$ cat config.mk
export PLATFORM = sky130hd
export DESIGN_NAME = alu_op_sequencer_flat
export DESIGN_NICKNAME = d
export VERILOG_FILES = /design/src/rtl/alu_op_sequencer_pkg.sv /design/src/rtl/alu_op_sequencer_if.sv /design/src/rtl/alu_op_sequencer_operand_map.sv /design/src/rtl/alu_op_sequencer.sv /design/src/flat_wrapper.sv
export SDC_FILE = /design/constraint.sdc
export NUM_CORES = 1
export LEC_CHECK = 0
export ABC_AREA = 1
export BUFFER_PORTS_ARGS = -buffer_cell sky130_fd_sc_hd__buf_2
export CELL_PAD_IN_SITES_DETAIL_PLACEMENT = 0
export CELL_PAD_IN_SITES_GLOBAL_PLACEMENT = 2
export CORE_UTILIZATION = 28
export DETAILED_ROUTE_END_ITERATION = 6
export PLACE_DENSITY_LB_ADDON = 0.15
export SLEW_MARGIN = 20
export SYNTH_ARGS = -nofsm -noshare
export SYNTH_HDL_FRONTEND = slang
export SYNTH_SLANG_ARGS = --single-unit
$ cat constraint.sdc
create_clock -name clk -period 1.58 [get_ports clk]
set_input_delay 0.316 -clock clk [delete_from_list [all_inputs] [get_ports clk]]
set_output_delay 0.316 -clock clk [all_outputs]
set_load 0.05 [all_outputs]
$ cat src/rtl/alu_op_sequencer_pkg.sv
// alu_seq_pkg: opcodes, FSM encoding and settle-time bounds shared by the ALU sequencer
package alu_seq_pkg;
  localparam logic [2:0] OP_ADD = 3'd0;
  localparam logic [2:0] OP_ADC = 3'd1;
  localparam logic [2:0] OP_SUB = 3'd2;
  localparam logic [2:0] OP_SBC = 3'd3;
  localparam logic [2:0] OP_CMP = 3'd4;
  localparam logic [2:0] OP_INC = 3'd5;
  localparam logic [2:0] OP_DEC = 3'd6;
  localparam logic [2:0] OP_CLC = 3'd7;
  localparam int SETTLE_MIN = 1;
  localparam int SETTLE_MAX = 15;
  localparam int CNT_W = $clog2(SETTLE_MAX + 1);
  typedef enum logic [1:0] {
    ST_IDLE  = 2'd0,
    ST_DRIVE = 2'd1,
    ST_RESP  = 2'd2
  } state_t;
endpackage

$ cat src/rtl/alu_op_sequencer_if.sv
// alu_op_sequencer_if: request, ALU and response signals of the sequencer
interface alu_op_sequencer_if;
  logic       req_valid;
  logic       req_ready;
  logic [2:0] req_op;
  logic [7:0] req_a;
  logic [7:0] req_b;
  logic [8:0] alu_a1;
  logic [8:0] alu_a2;
  logic       alu_cin;
  logic [8:0] alu_o;
  logic       rsp_valid;
  logic       rsp_ready;
  logic [7:0] rsp_result;
  logic       rsp_carry;
  logic       rsp_zero;
  logic       carry_flag;
  modport slave (
    input  req_valid, req_op, req_a, req_b, alu_o, rsp_ready,
    output req_ready, alu_a1, alu_a2, alu_cin, rsp_valid, rsp_result, rsp_carry, rsp_zero, carry_flag
  );
  modport master (
    output req_valid, req_op, req_a, req_b, alu_o, rsp_ready,
    input  req_ready, alu_a1, alu_a2, alu_cin, rsp_valid, rsp_result, rsp_carry, rsp_zero, carry_flag
  );
endinterface

$ cat src/rtl/alu_op_sequencer_operand_map.sv
// alu_operand_map: maps an opcode onto add-with-carry operands for the 9-bit ALU
module alu_operand_map
  import alu_seq_pkg::*;
(
  input  logic [2:0] op,
  input  logic [7:0] a,
  input  logic [7:0] b,
  input  logic       carry_flag,
  output logic [8:0] a1,
  output logic [8:0] a2,
  output logic       cin
);
  logic inv_b;
  assign inv_b = op == OP_SUB || op == OP_SBC || op == OP_CMP;
  always_comb begin
    a1 = {1'b0, a};
    a2 = inv_b ? {1'b0, ~b} : op == OP_INC ? 9'h000 : op == OP_DEC ? 9'h0FF : {1'b0, b};
    cin = (op == OP_ADC || op == OP_SBC) ? carry_flag : (inv_b || op == OP_INC);
  end
endmodule

$ cat src/rtl/alu_op_sequencer.sv
// alu_op_sequencer: valid/ready front-end that drives the ALU adder, waits to settle,
// captures sum and flags, and keeps the architectural carry for ADC/SBC chains.
module alu_op_sequencer
  import alu_seq_pkg::*;
#(
  parameter int SETTLE_CYCLES = 1
) (
  input logic clk,
  input logic rst,
  alu_op_sequencer_if.slave bus
);
  state_t state, state_n;
  logic [CNT_W-1:0] cnt;
  logic [2:0] op_q;
  logic [7:0] a_q;
  logic [8:0] a1_n, a2_n;
  logic cin_n, accept, capture, done, is_clc;
  alu_operand_map u_map (
    .op(bus.req_op), .a(bus.req_a), .b(bus.req_b), .carry_flag(bus.carry_flag),
    .a1(a1_n), .a2(a2_n), .cin(cin_n)
  );
  assign bus.req_ready = state == ST_IDLE && !rst;
  assign accept = bus.req_valid && bus.req_ready;
  assign is_clc = bus.req_op == OP_CLC;
  assign capture = state == ST_DRIVE && cnt == '0;
  assign done = state == ST_RESP && bus.rsp_valid && bus.rsp_ready;
  always_comb begin
    state_n = state;
    state_n = accept ? (is_clc ? ST_RESP : ST_DRIVE) : capture ? ST_RESP : done ? ST_IDLE : state;
  end
  always_ff @(posedge clk or posedge rst)
    if (rst) state <= ST_IDLE;
    else state <= state_n;
  // counter starts at SETTLE_CYCLES so capture lands SETTLE_CYCLES+1 edges after accept
  always_ff @(posedge clk or posedge rst)
    if (rst) begin
      cnt            <= '0;
      op_q           <= '0;
      a_q            <= '0;
      bus.alu_a1     <= '0;
      bus.alu_a2     <= '0;
      bus.alu_cin    <= 1'b0;
      bus.rsp_valid  <= 1'b0;
      bus.rsp_result <= '0;
      bus.rsp_carry  <= 1'b0;
      bus.rsp_zero   <= 1'b0;
      bus.carry_flag <= 1'b0;
    end else begin
      if (accept && is_clc) begin
        bus.carry_flag <= 1'b0;
        bus.rsp_result <= '0;
        bus.rsp_carry  <= 1'b0;
        bus.rsp_zero   <= 1'b1;
        bus.rsp_valid  <= 1'b1;
      end else if (accept) begin
        bus.alu_a1  <= a1_n;
        bus.alu_a2  <= a2_n;
        bus.alu_cin <= cin_n;
        op_q        <= bus.req_op;
        a_q         <= bus.req_a;
        cnt         <= CNT_W'(SETTLE_CYCLES);
      end
      if (state == ST_DRIVE && cnt != '0) cnt <= cnt - 1'b1;
      if (capture) begin
        bus.rsp_result <= op_q == OP_CMP ? a_q : bus.alu_o[7:0];
        bus.rsp_carry  <= bus.alu_o[8];
        bus.rsp_zero   <= bus.alu_o[7:0] == 8'h00;
        bus.carry_flag <= bus.alu_o[8];
        bus.rsp_valid  <= 1'b1;
      end
      if (done) bus.rsp_valid <= 1'b0;
    end
endmodule

$ cat src/flat_wrapper.sv
// flat-port wrapper written by rule: the top's interface ports become plain ports
module alu_op_sequencer_flat import alu_seq_pkg::*;
#(
  parameter int SETTLE_CYCLES = 1
)
  (clk, rst, bus_req_valid, bus_req_op, bus_req_a, bus_req_b, bus_alu_o, bus_rsp_ready, bus_req_ready, bus_alu_a1, bus_alu_a2, bus_alu_cin, bus_rsp_valid, bus_rsp_result, bus_rsp_carry, bus_rsp_zero, bus_carry_flag);
  alu_op_sequencer_if bus_i ();
  input logic clk;
  input logic rst;
  input wire logic [$bits(bus_i.req_valid)-1:0] bus_req_valid;
  input wire logic [$bits(bus_i.req_op)-1:0] bus_req_op;
  input wire logic [$bits(bus_i.req_a)-1:0] bus_req_a;
  input wire logic [$bits(bus_i.req_b)-1:0] bus_req_b;
  input wire logic [$bits(bus_i.alu_o)-1:0] bus_alu_o;
  input wire logic [$bits(bus_i.rsp_ready)-1:0] bus_rsp_ready;
  output wire logic [$bits(bus_i.req_ready)-1:0] bus_req_ready;
  output wire logic [$bits(bus_i.alu_a1)-1:0] bus_alu_a1;
  output wire logic [$bits(bus_i.alu_a2)-1:0] bus_alu_a2;
  output wire logic [$bits(bus_i.alu_cin)-1:0] bus_alu_cin;
  output wire logic [$bits(bus_i.rsp_valid)-1:0] bus_rsp_valid;
  output wire logic [$bits(bus_i.rsp_result)-1:0] bus_rsp_result;
  output wire logic [$bits(bus_i.rsp_carry)-1:0] bus_rsp_carry;
  output wire logic [$bits(bus_i.rsp_zero)-1:0] bus_rsp_zero;
  output wire logic [$bits(bus_i.carry_flag)-1:0] bus_carry_flag;
  assign bus_i.req_valid = bus_req_valid;
  assign bus_i.req_op = bus_req_op;
  assign bus_i.req_a = bus_req_a;
  assign bus_i.req_b = bus_req_b;
  assign bus_i.alu_o = bus_alu_o;
  assign bus_i.rsp_ready = bus_rsp_ready;
  assign bus_req_ready = bus_i.req_ready;
  assign bus_alu_a1 = bus_i.alu_a1;
  assign bus_alu_a2 = bus_i.alu_a2;
  assign bus_alu_cin = bus_i.alu_cin;
  assign bus_rsp_valid = bus_i.rsp_valid;
  assign bus_rsp_result = bus_i.rsp_result;
  assign bus_rsp_carry = bus_i.rsp_carry;
  assign bus_rsp_zero = bus_i.rsp_zero;
  assign bus_carry_flag = bus_i.carry_flag;
  alu_op_sequencer #(.SETTLE_CYCLES(SETTLE_CYCLES)) u_core (.clk(clk), .rst(rst), .bus(bus_i));
endmodule
==> run_results.csv <==
group,metric,value,unit
floorplan,num_rows,30,
hold_path,hold_class,"primary input to asynchronous set/reset pin",
layout,final_cells,413,
critical_path,r2r_cells,8,
critical_path,crit_type,"register to output port",
synthesis,synthTopCellsByArea,"dfrtp_1 46%, nand2_1 15%, nand3_1 6.2%",
synthesis,synth_area,0.00200,sq mm
floorplan,io_pins,64,
sta,worst_slack,96.4,ps
drt,wl,4980,um
synthesis,synth_top_area_cell,"dfrtp_1",
drt,final_antenna_net_count,0,
drt,drtPass1Iterations,4,
floorplan,die_area,0.00750,sq mm
critical_path,worst_r2r_endpoint,"u_core.bus.rsp_result[7]",
sta,setup_viol,0,
clock_network,cts-root-buf,"clkbuf_8",
layout,area_growth,26.8,%
floorplan,fp.coreArea,0.00687,sq mm
sta,hold_viol_final,0,
clock_network,numCtsBuffers,5,
clock_network,post-cts-setup-buffer-count,0,
pwr,max-vdd-ir-drop,0.000228,V
critical_path,r2r_start,"u_core.cnt[0]",
floorplan,die_width,86.6,um
sta,setup_tns,0,ps
floorplan,dieHeight,86.6,um
layout,final_core_util,37.0,%
critical_path,reg2reg_slack,170,ps
clock_network,cts_tree,"built",
synthesis,synth_seq_cells,37,
critical_path,startpoint_type,"register",
drt,avgRoutedWirePerCell,12.1,um
sta,rsz0062_at_grt,"false",
placement,port_buffers,61,
drt,vias,1743,
synthesis,syn_avg_cell_area,7.99,sq um
synthesis,yosysSeqAreaShare,46.2,%
global_routing,gr-total-overflow,0,
clock_network,path_clk_slew,80,ps
pwr,powerDensity,708,mW/mm^2
clock_network,cts_sinks,37,
layout,fin_nets,350,
sta,finalCritPeriodShare,93.9,%
sta,slew_viol_final,0,
layout,diodes,0,
placement,place.gp.congestion,0.760,
critical_path,crit_fanout,5,
global_routing,antenna_found_initial,0,
pwr,finalPower,1.80,mW
pwr,leakage,1.44,nW
floorplan,start_util,29.2,%
global_routing,grt_usage,14.3,%
placement,dp_slack,109,ps
clock_network,htree_levels,2,
status,status,"finished, final reports clean",
sta,fmax,674,MHz
layout,fill_cells,772,
run,maxCapViolCount,0,
placement,placedCellCount,406,
critical_path,end_kind,"output port",
drt,drt_iter0_drc,73,
sta,skew,3.58,ps
placement,hpwl,3590,um
critical_path,cp.arrival,1170,ps
clock_network,clk_latency,290,ps
clock_network,ctsHoldBuffers,0,
synthesis,yosys_warnings,0,
drt,post-route-drc-count,0,
critical_path,cp.required,1260,ps
global_routing,first_global_vias,1681,
clock_network,clock_path_buffers,2,
global_routing,grt_pass1_wl,8180,um
synthesis,syn_inst,251,
synthesis,synth_top_area_share,46.2,%
layout,post_route_cells_drive_above_1_share,33.4,%
drt,vias_per_cell,4.22,
global_routing,grt_max_degree,38,
sta,period_needed,1480,ps
synthesis,ys_types,27,
-- Yosys cell counts --
cell	instances
o21ai_2	3
buf_12	1
ha_1	1
nand3_2	1
nor2_8	2
nand2_2	11
or2_2	1
inv_8	1
nor2_4	1
o21ai_0	23
inv_1	30
o21ai_1	6
conb_1	1
nand3_1	25
buf_4	5
nand2_1	80
buf_6	3
clkbuf_1	1
inv_2	1
nor2_2	1
nand4_1	2
nor2_1	9
buf_2	1
dfrtp_1	37
nand3_4	2
xor2_1	1
nor3_1	1
-- cell families after synthesis --
family | after synthesis | share of synthesized area, %
AND/OR/NAND/NOR | 136 | 32.6
flip-flops | 37 | 46.2
AO/OA/AOI/OAI | 32 | 8.55
adder cells (fa/ha/maj) | 1 | 0.624
XOR/XNOR | 1 | 0.437
other | 1 | 0.187
buffers and inverters | 43 | 11.4
-- cell type report --
class                           count  area [sq um]  share of cell area [%]
Tap cell                           96           120                    4.73
Clock inverter                      1          7.51                   0.295
Clock buffer                        6          82.6                    3.25
Inverter                           32           131                    5.17
Multi-Input combinational cell    172           877                    34.5
Timing Repair Buffer               69           397                    15.6
Sequential cell                    37           926                    36.4
-- sequential cells by signal, indices dropped and copies added (netlist names) --
name,count
u_core.a_q,8
u_core.bus.alu_a2,8
u_core.bus.alu_cin,1
u_core.bus.rsp_carry,1
u_core.bus.rsp_result,8
u_core.bus.rsp_valid,1
u_core.bus.rsp_zero,1
u_core.cnt,4
u_core.op_q,3
u_core.state,2
-- worst max-delay path, cell delays in order (launching register included) --
cell and delay, ps:
dfrtp_1 440, inv_1 70, nand2_1 70, nor2_4 120
buf_6 170
-- where the power goes --
part	leakage (nW)	internal, mW	total (mW)	switching (mW)
combinational	0.964	0.0555	0.160	0.105
clock	0.0433	0.345	0.692	0.347
sequential	0.433	0.946	0.946	0
total	1.44	1.35	1.80	0.451
-- metrics by stage --
| step | hold slack, ps | area, sq um |
|---|---|---|
| floorplan | 291 | 2030 |
| global route | 221 | 2540 |
| CTS | 218 | 2530 |
| global placement | 470 | 2440 |
| detailed placement | 475 | 2440 |
| finish | 225 | 2540 |
-- repair_timing --
action,CTS,global route
gates cloned,0,0
hold endpoints to repair,0,0
endpoints found under the setup margin,1,2
gates resized for setup,1,4
-- cell usage in the layout, fill, tap and decap left out, drive strengths merged --
master and instances:
clkbuf 6, nand2 91, or2 1, ha 1
nor2 13, nand3 28, inv 31, dfrtp 37
nor3 1, o21ai 32, buf 69, clkinvlp 2
xor2 1, nand4 2, conb 2
-- worst max-delay path by stage --
stage	startpoint	to	slack, ps	cells past startpoint
after global placement	u_core.cnt[0]	u_core.cnt[2]	150	9
after floorplan	rst	u_core.bus.alu_a2[0]	-20	6
after CTS	u_core.state[0]	bus_req_ready	7	4
final	u_core.state[1]	bus_req_ready	100	4
after global routing	u_core.cnt[0]	u_core.bus.rsp_result[1]	9	9
after detailed placement	u_core.cnt[0]	u_core.cnt[2]	110	9
-- layer usage --
metal  vias to the layer above  GRT usage [%]  part of all wire [%]
met4                         0           3.18                  0.80
li1                        911              -                     -
met2                        52           21.4                    42
met3                         4           3.81                   5.7
met5                         -              0                     0
met1                       776           20.6                    51
Note: power is estimated with default switching activity, not from simulation.
